==> src/rtl/dump_pkg.sv <==
`default_nettype none
// ============================================================================
//  Module      : dump_pkg
//  Description : Shared types and default sizing for the sample-RAM dump
//                controller. Holds the controller state encoding and the
//                default RAM depth / address width.
//  Optional    : DUMP_CHKSUM_EN (adds the CHK state; the encoding always
//                reserves it so both builds share one type)
//  Revision    : 1.0 - initial release
// ============================================================================
package dump_pkg;

    localparam int ENTRIES_DEF = 384;   // sample RAM depth
    localparam int LOG2_DEF    = 9;     // address width, 2**LOG2 >= ENTRIES

    typedef enum logic [2:0] {
        IDLE  = 3'd0,
        READ  = 3'd1,
        LATCH = 3'd2,
        SEND  = 3'd3,
        WAIT  = 3'd4,
        CHK   = 3'd5,
        DONE  = 3'd6
    } state_t;

endpackage : dump_pkg
`default_nettype wire

==> src/rtl/circ_addr_ctr.sv <==
`default_nettype none
// ============================================================================
//  Module      : circ_addr_ctr
//  Description : Loadable circular address counter. Counts modulo ENTRIES
//                (ENTRIES-1 wraps to 0). A load value outside the RAM range
//                is replaced by 0 so the counter never leaves 0..ENTRIES-1.
//  Ports       : clk        - system clock
//                rst_n      - asynchronous active-low reset (addr -> 0)
//                load_i     - load load_val_i (has priority over inc_i)
//                load_val_i - value to load
//                inc_i      - advance by one, wrapping at ENTRIES-1
//                addr_o     - registered address
//  Revision    : 1.0 - initial release
// ============================================================================
module circ_addr_ctr #(
    parameter int ENTRIES = 384,
    parameter int LOG2    = 9
) (
    input  logic            clk,
    input  logic            rst_n,
    input  logic            load_i,
    input  logic [LOG2-1:0] load_val_i,
    input  logic            inc_i,
    output logic [LOG2-1:0] addr_o
);

    // Compared against LAST_IDX rather than ENTRIES so the comparison still
    // works when ENTRIES == 2**LOG2 (ENTRIES itself would not fit in LOG2 bits).
    localparam logic [LOG2-1:0] LAST_IDX = LOG2'(ENTRIES - 1);

    logic [LOG2-1:0] addr_q;
    logic [LOG2-1:0] addr_d;

    always_comb begin
        addr_d = addr_q;
        if (load_i) begin
            addr_d = (load_val_i > LAST_IDX) ? '0 : load_val_i;
        end else if (inc_i) begin
            addr_d = (addr_q == LAST_IDX) ? '0 : addr_q + LOG2'(1);
        end
    end

    always_ff @(posedge clk or negedge rst_n) begin
        if (!rst_n) begin
            addr_q <= '0;
        end else begin
            addr_q <= addr_d;
        end
    end

    assign addr_o = addr_q;

endmodule : circ_addr_ctr
`default_nettype wire

==> src/rtl/dump_cntrl.sv <==
`default_nettype none
// ============================================================================
//  Module      : dump_cntrl
//  Description : Reader side of the capture sample RAM. On dump_en_i (in
//                IDLE) it reads every RAM entry once, oldest first, starting
//                at start_addr_i and wrapping modulo ENTRIES, and hands each
//                byte to the UART transmitter with a trmt/tx_done handshake.
//  Optional    : DUMP_CHKSUM_EN - append an 8-bit running sum of all sent
//                samples as one extra byte (ENTRIES+1 bytes per dump).
//  Ports       : clk          - system clock
//                rst_n        - asynchronous active-low reset
//                dump_en_i    - start pulse, sampled only in IDLE
//                start_addr_i - oldest sample location, sampled with dump_en_i
//                raddr_o      - registered RAM read address
//                re_o         - RAM read enable
//                rdata_i      - RAM read data, valid the cycle after re_o
//                tx_data_o    - registered byte to UART TX
//                trmt_o       - one-cycle transmit request
//                tx_done_i    - UART TX byte-complete pulse
//                dumping_o    - high in every state except IDLE
//                dump_done_o  - one-cycle pulse at end of dump
//  Revision    : 1.0 - initial release
// ============================================================================
module dump_cntrl
    import dump_pkg::*;
#(
    parameter int ENTRIES = ENTRIES_DEF,
    parameter int LOG2    = LOG2_DEF
) (
    input  logic            clk,
    input  logic            rst_n,
    input  logic            dump_en_i,
    input  logic [LOG2-1:0] start_addr_i,
    output logic [LOG2-1:0] raddr_o,
    output logic            re_o,
    input  logic [7:0]      rdata_i,
    output logic [7:0]      tx_data_o,
    output logic            trmt_o,
    input  logic            tx_done_i,
    output logic            dumping_o,
    output logic            dump_done_o
);

    localparam logic [LOG2-1:0] LAST_IDX = LOG2'(ENTRIES - 1);

    state_t          state_q;
    state_t          state_d;
    logic [LOG2-1:0] cnt_q;
    logic [LOG2-1:0] cnt_d;
    logic [7:0]      tx_data_q;
    logic [7:0]      tx_data_d;
    logic            addr_load;
    logic            addr_inc;

`ifdef DUMP_CHKSUM_EN
    logic [7:0]      sum_q;
    logic [7:0]      sum_d;
    logic            chk_sent_q;   // the byte in flight is the checksum
    logic            chk_sent_d;
`endif

    // Read address: loaded at dump start, advanced after each non-final byte.
    assign addr_load = (state_q == IDLE) && dump_en_i;
    assign addr_inc  = (state_q == WAIT) && tx_done_i && (cnt_q != LAST_IDX)
`ifdef DUMP_CHKSUM_EN
                       && !chk_sent_q
`endif
                       ;

    circ_addr_ctr #(
        .ENTRIES (ENTRIES),
        .LOG2    (LOG2)
    ) u_raddr (
        .clk        (clk),
        .rst_n      (rst_n),
        .load_i     (addr_load),
        .load_val_i (start_addr_i),
        .inc_i      (addr_inc),
        .addr_o     (raddr_o)
    );

    always_comb begin
        state_d   = state_q;
        cnt_d     = cnt_q;
        tx_data_d = tx_data_q;
`ifdef DUMP_CHKSUM_EN
        sum_d      = sum_q;
        chk_sent_d = chk_sent_q;
`endif
        case (state_q)
            IDLE: begin
                if (dump_en_i) begin
                    cnt_d   = '0;
`ifdef DUMP_CHKSUM_EN
                    sum_d      = 8'h00;
                    chk_sent_d = 1'b0;
`endif
                    state_d = READ;
                end
            end
            READ: begin
                state_d = LATCH;
            end
            LATCH: begin
                tx_data_d = rdata_i;
`ifdef DUMP_CHKSUM_EN
                sum_d     = sum_q + rdata_i;
`endif
                state_d   = SEND;
            end
            SEND: begin
                // tx_done_i here belongs to nothing we sent; ignore it.
                state_d = WAIT;
            end
            WAIT: begin
                if (tx_done_i) begin
`ifdef DUMP_CHKSUM_EN
                    if (chk_sent_q) begin
                        state_d = DONE;
                    end else if (cnt_q == LAST_IDX) begin
                        state_d = CHK;
                    end else begin
                        cnt_d   = cnt_q + LOG2'(1);
                        state_d = READ;
                    end
`else
                    if (cnt_q == LAST_IDX) begin
                        state_d = DONE;
                    end else begin
                        cnt_d   = cnt_q + LOG2'(1);
                        state_d = READ;
                    end
`endif
                end
            end
`ifdef DUMP_CHKSUM_EN
            CHK: begin
                tx_data_d  = sum_q;
                chk_sent_d = 1'b1;
                state_d    = SEND;
            end
`endif
            DONE: begin
                state_d = IDLE;
            end
            default: begin
                state_d = IDLE;
            end
        endcase
    end

    always_ff @(posedge clk or negedge rst_n) begin
        if (!rst_n) begin
            state_q   <= IDLE;
            cnt_q     <= '0;
            tx_data_q <= 8'h00;
`ifdef DUMP_CHKSUM_EN
            sum_q      <= 8'h00;
            chk_sent_q <= 1'b0;
`endif
        end else begin
            state_q   <= state_d;
            cnt_q     <= cnt_d;
            tx_data_q <= tx_data_d;
`ifdef DUMP_CHKSUM_EN
            sum_q      <= sum_d;
            chk_sent_q <= chk_sent_d;
`endif
        end
    end

    // Moore output decode
    assign re_o        = (state_q == READ);
    assign trmt_o      = (state_q == SEND);
    assign dump_done_o = (state_q == DONE);
    assign dumping_o   = (state_q != IDLE);
    assign tx_data_o   = tx_data_q;

endmodule : dump_cntrl
`default_nettype wire

==> config.mk <==
export PLATFORM = sky130hd
export DESIGN_NAME = dump_cntrl
export DESIGN_NICKNAME = d
export VERILOG_FILES = /design/src/rtl/dump_pkg.sv /design/src/rtl/circ_addr_ctr.sv /design/src/rtl/dump_cntrl.sv
export SDC_FILE = /design/constraint.sdc
export NUM_CORES = 1
export LEC_CHECK = 0
export CAP_MARGIN = 20
export CORE_ASPECT_RATIO = 0.9
export CORE_MARGIN = 2
export CORE_UTILIZATION = 43
export DETAILED_ROUTE_END_ITERATION = 8
export GPL_TIMING_DRIVEN = 1
export PLACE_DENSITY = 0.75
export SLEW_MARGIN = 5
export SYNTH_ARGS = -nofsm -noshare
export SYNTH_HDL_FRONTEND = slang
export SYNTH_HIERARCHICAL = 1
export SYNTH_SLANG_ARGS = --single-unit
==> constraint.sdc <==
create_clock -name clk -period 2.15 [get_ports clk]
set_input_delay 0.3225 -clock clk [delete_from_list [all_inputs] [get_ports clk]]
set_output_delay 0.3225 -clock clk [all_outputs]
set_load 0.01 [all_outputs]
Word level (Yosys, flattened, before mapping)
Cells that the tools add are included.
{"block": "classes", "mux": 12, "n_eq_ne": 11, "reduce_logical": 9, "n_lt_le_gt_ge": 1, "add_sub_neg": 2}
{"cell": "two-way mux 9 bit", "n": 7}
{"cell": "adder 9 x 1 -> 9 bit (second input constant)", "n": 2}
{"cell": "== test 9 bit (second input constant)", "n": 2}
{"cell": "case mux 9 bit (2 select lines)", "n": 1}
{"cell": "case mux 3 bit (5 select lines)", "n": 1}
{"cell": "greater-than comparator 9 bit (second input constant)", "n": 1}
{"cell": "two-way mux 3 bit", "n": 3}
{"cell": "!= test 9 bit (second input constant)", "n": 1}
{"cell": "== test 3 x 2 -> 1 bit (second input constant)", "n": 2}
{"cell": "== test 3 bit (second input constant)", "n": 2}
{"cell": "!= test 2 bit (second input constant)", "n": 3}
{"cell": "AND reduction 4 bit", "n": 1}
{"cell": "nonzero test 2 bit", "n": 2}
{"cell": "== test 3 x 1 -> 1 bit (second input constant)", "n": 1}
{"cell": "logical AND 1 bit", "n": 3}
{"cell": "logical NOT 3 bit", "n": 1}
{"cell": "nonzero test 3 bit", "n": 1}
{"cell": "AND reduction 2 bit", "n": 1}
{"block": "totals", "output_inout_bits": 21, "ff_bits": 29, "wordCells": 39, "input_bits": 21}

Logic depth before layout (Yosys ltp)
{"block": "logic_depth", "depth_word": 5, "ltp_mapped": 10, "depth_no_buf": 8}

Cells and area by module
Netlist, hierarchy kept.
{"mod": "dump_cntrl", "area_each_um2": 980.9, "cells_each": 92, "n_inst": 1}
{"mod": "circ_addr_ctr", "area_each_um2": 563.0, "cells_each": 60, "n_inst": 1}

Worst setup path after synthesis
OpenSTA, ideal clock, no wires.
{"block": "synth_timing", "path_type": "register to register", "from": "reg cnt_q[0]", "to": "reg u_raddr.addr_q[8] (netlist: u_raddr/addr_o[8])", "setup_ns": 0.069, "setup_slack_ns": 0.119, "t_required_ns": 2.081, "t_arrival_ns": 1.962, "stages_incl_launch_ff": 10, "n_path_buf": 2, "path_cell_list": "dfrtp_1 > ha_1 > and3_1 > buf_6 > a31o_4 > inv_4 > buf_6 > nand4_1 > or4b_1 > nand3_1"}
{"block": "synth_via", "elab_chain_cells": 3}
{"item": "start, declared", "line": "dump_cntrl.sv:48", "source": "logic [LOG2-1:0] cnt_q;"}
{"item": "start signal, assigned", "line": "dump_cntrl.sv:163", "source": "cnt_q <= cnt_d;"}
{"item": "!= test 9 bit", "line": "dump_cntrl.sv:64", "source": "assign addr_inc = (state_q == WAIT) && tx_done_i && (cnt_q != LAST_IDX)"}
{"item": "logical AND 1 bit", "line": "dump_cntrl.sv:64"}
{"item": "named net addr_inc", "line": "dump_cntrl.sv:53", "source": "logic addr_inc;"}
{"item": "nonzero test 2 bit (no source line)"}
{"item": "end signal, assigned", "line": "circ_addr_ctr.sv:47", "source": "addr_q <= addr_d;"}
{"item": "end, declared", "line": "circ_addr_ctr.sv:31", "source": "logic [LOG2-1:0] addr_q;"}
The timed path passes the listed nets, and every way through them passes these cells.
A chain may end at the register's enable or synchronous reset.

Worst setup path after layout
{"block": "layout_timing", "from": "reg state_q[0]", "to": "out trmt_o"}
{"block": "layout_via", "elab_chain_cells": 1}
{"item": "start, declared", "line": "dump_cntrl.sv:46", "source": "state_t state_q;"}
{"item": "start signal, assigned", "line": "dump_cntrl.sv:162", "source": "state_q <= state_d;"}
{"item": "== test 3 x 2 -> 1 bit", "line": "dump_cntrl.sv:174", "source": "assign trmt_o = (state_q == SEND);"}
{"item": "end, declared", "line": "dump_cntrl.sv:38", "source": "output logic trmt_o,"}
Every way passes these cells.

==> results.md <==
- RSZ-0062 raised after global routing: no
- Die area: 4090 sq um
- TNS Setup: 0 ns
- Post-synthesis sequential area ratio: 0.470
- Die span in y: 60.8 um
- Slew Limit Fails: 0
- Crit path max-delay family: buffers and inverters
- CTS tree: done
- Max Freq: 0.502 GHz
- Setup CP Type: flip-flop to output port
- Setup-failing EPs final: 0
- Clock slew at reported path FFs: 0.06 ns
- Layout net count: 226
- Worst Setup End Kind: output port
- Clock Skew: 0.00814 ns
- CTS HTree Levels: 2
- Layout area overhead: 38.7%
- Synth unique cells: 41
- Fin. Hold Viols: 0
- FFs w/ async S/R, synth: 1.00
- Largest net degree at the start of global routing: 30
- Yosys warnings: 6
- Max cap viols: 0
- Antenna Violating Nets Remaining: 0
- Most frequent cells in the layout: clkdlybuf4s50_1, dfrtp_1, nand2_1
- Buf+Inv Stages, Crit Path: 1
- #FFs+latches synth: 29
- Final setup margin: 0.159 ns
- Vias per cell: 5.48
- Initial core utilization: 0.454
- I/O Pins: 42
- Worst EP required: 1.83 ns
- GRT Resource Usage Total: 0.186
- Leakage: 0.967 nW
- Global-route wire length before repair: 5.73 mm
- Final GP Congestion: 0.821
- Core Box Area: 3400 sq um
- Pre-CTS setup slack: 0.00791 ns
- Hold Path Class: primary input to asynchronous set/reset pin
- Starting DRT DRC Count: 55
- Worst VDD drop: 615 uV
- Post-route DRC: 0
- Dpl hpwl: 2.53 mm
- Worst Hold Slack: 0.421 ns
- Share of layout cells above drive strength 1: 0.162
- Startpoint Class: flip-flop
- Mapped Area: 1540 sq um
- CP max stage delay: 0.54 ns
- Antenna violations before repair: 0
- Flip-flop and latch area: 726 sq um
- Design Power: 2.57 mW
- Critical path cell sequence: nor2b_1, and2_1, clkdlybuf4s50_1
- Crit share post-route: 0.926
- PwrDens: 1200 nW/um^2
- Die width: 67.2 um
- # rows: 20
- DRT Pass-1 Iters: 4
- Syn nets: 175
- Clock latency on the worst-skew pair: 0.28 ns
- Most common cell after layout, fill and taps aside: clkdlybuf4s50_1
- IO buf count: 41
- Vias after detailed routing: 1359
- Outcome: complete, no violations
- Clk buf depth: 2
- Crit path max fanout: 8
- Post-synth top flop: dfrtp_1
- Worst-margin pin slew: 0.708 ns
- Min Tclk post-route: 1.99 ns
- Post-synth EDFFs: 0
- Multi-input combinational cell area: 767 sq um
- Vias in the first global route: 1298
- Post-CTS Setup Inserts: 0
- Slowest cell on crit path: clkdlybuf4s50_1
- Clock root buffer: clkbuf_8
- Filler cells: 304
- Slew HR: 0.527
- Mean Syn Cell Area: 10.2 sq um
- Worst Path Arrival: 1.67 ns
- Antenna Cells: 0
- CTS Buf Count: 5
- Routed WL per cell: 13.9 um
- Sink count of the clock tree: 29
- DRT Wirelength: 3.44 mm
- Gr ovfl total: 0
- Cells after Synth: 152
-- path summary, 6_finish.rpt --
| path | from | end | slack, ns | depth (start not counted) |
|---|---|---|---|---|
| worst max-delay path | state_q[0]$_DFFE_PN0P_ | trmt_o | 0.16 | 3 |
| worst min-delay path | rst_n | state_q[2]$_DFFE_PN0P_ | 0.42 | 2 |
| worst max register to register | cnt_q[0]$_DFFE_PN0P_ | u_raddr/addr_o[8]$_DFFE_PN0P_ | 0.18 | 7 |
| worst min register to register | tx_data_o[0]$_DFFE_PN0P_ | tx_data_o[0]$_DFFE_PN0P_ | 0.50 | 1 |
| max in group asynchronous | rst_n | u_raddr/addr_o[7]$_DFFE_PN0P_ | 1.45 | 2 |
| min in group clk | tx_data_o[0]$_DFFE_PN0P_ | tx_data_o[0]$_DFFE_PN0P_ | 0.50 | 1 |
-- stage by stage --
step	instances	util	area [sq um]
detailed placement	240	0.597	2030
CTS	248	0.627	2130
global placement	240	0.597	2030
floorplan	152	-	1540
finish	248	0.629	2140
global route	248	0.629	2140
-- synth_stat cells (2+ instances only) --
library cell  count  area (sq um)
mux2_2            8          90.1
nand4_1           2          12.5
ha_1              2          25.0
nor2b_1           4          25.0
nor3_1            5          25.0
a21oi_1           4          20.0
buf_6             2          22.5
o22ai_1           2          12.5
and3_1            7          43.8
nand2_1          15          56.3
a2bb2oi_1         2          17.5
nand3_1          13          65.1
nor2_1            3          11.3
buf_2             3          15.0
and2_1            2          12.5
xor2_1            2          17.5
dfrtp_1          29           726
nand3b_1          4          30.0
nor3b_1           2          15.0
o21ai_0           9          45.0
nand2b_1          2          12.5
a211o_1           3          26.3
a31oi_1           4          25.0
and3b_1           2          17.5
inv_1             4          15.0
a21o_1            2          15.0
-- cells by family after synthesis --
logic type | count (synthesis) | share of synthesized area
simple gates | 66 | 0.243
compound gates | 35 | 0.163
flops | 29 | 0.470
buf+inv | 10 | 0.0381
mux | 8 | 0.0583
xor+xnor | 2 | 0.0113
fa+ha+maj | 2 | 0.0162
-- registers in the layout (all words and copies together) (netlist names) --
name and count:
cnt_q 9, u_raddr/addr_o 9, tx_data_o 8, state_q 3
-- layer usage --
| metal | global-route usage | vias to the layer above | wire length (um) | share of wire |
|---|---|---|---|---|
| li1 | - | 666 | - | - |
| met1 | 0.241 | 659 | 1590 | 0.46 |
| met2 | 0.300 | 30 | 1660 | 0.48 |
| met3 | 0.0445 | 4 | 162 | 0.047 |
| met4 | 0.0816 | 0 | 38 | 0.011 |
| met5 | 0 | - | 0 | 0 |
-- where the power goes --
part / switching, mW / internal, mW
combinational: 0.473 / 0.674
clock: 0.194 / 0.289
sequential: 0.194 / 0.743
total: 0.861 / 1.71
-- final cells by class --
| class | instances | share of cell area |
|---|---|---|
| inverters | 5 | 0.00994 |
| repair buffers | 49 | 0.220 |
| clock buffers | 7 | 0.0450 |
| flip-flops and latches | 29 | 0.339 |
| multi-input cells | 113 | 0.358 |
| clock inverters | 1 | 0.00234 |
| well taps | 44 | 0.0257 |
-- repair_timing --
item,in CTS,in global routing
gates resized for setup,0,2
setup endpoints to repair,0,4
hold buffers,0,0
No activity file was read; power rests on OpenSTA's default activity.
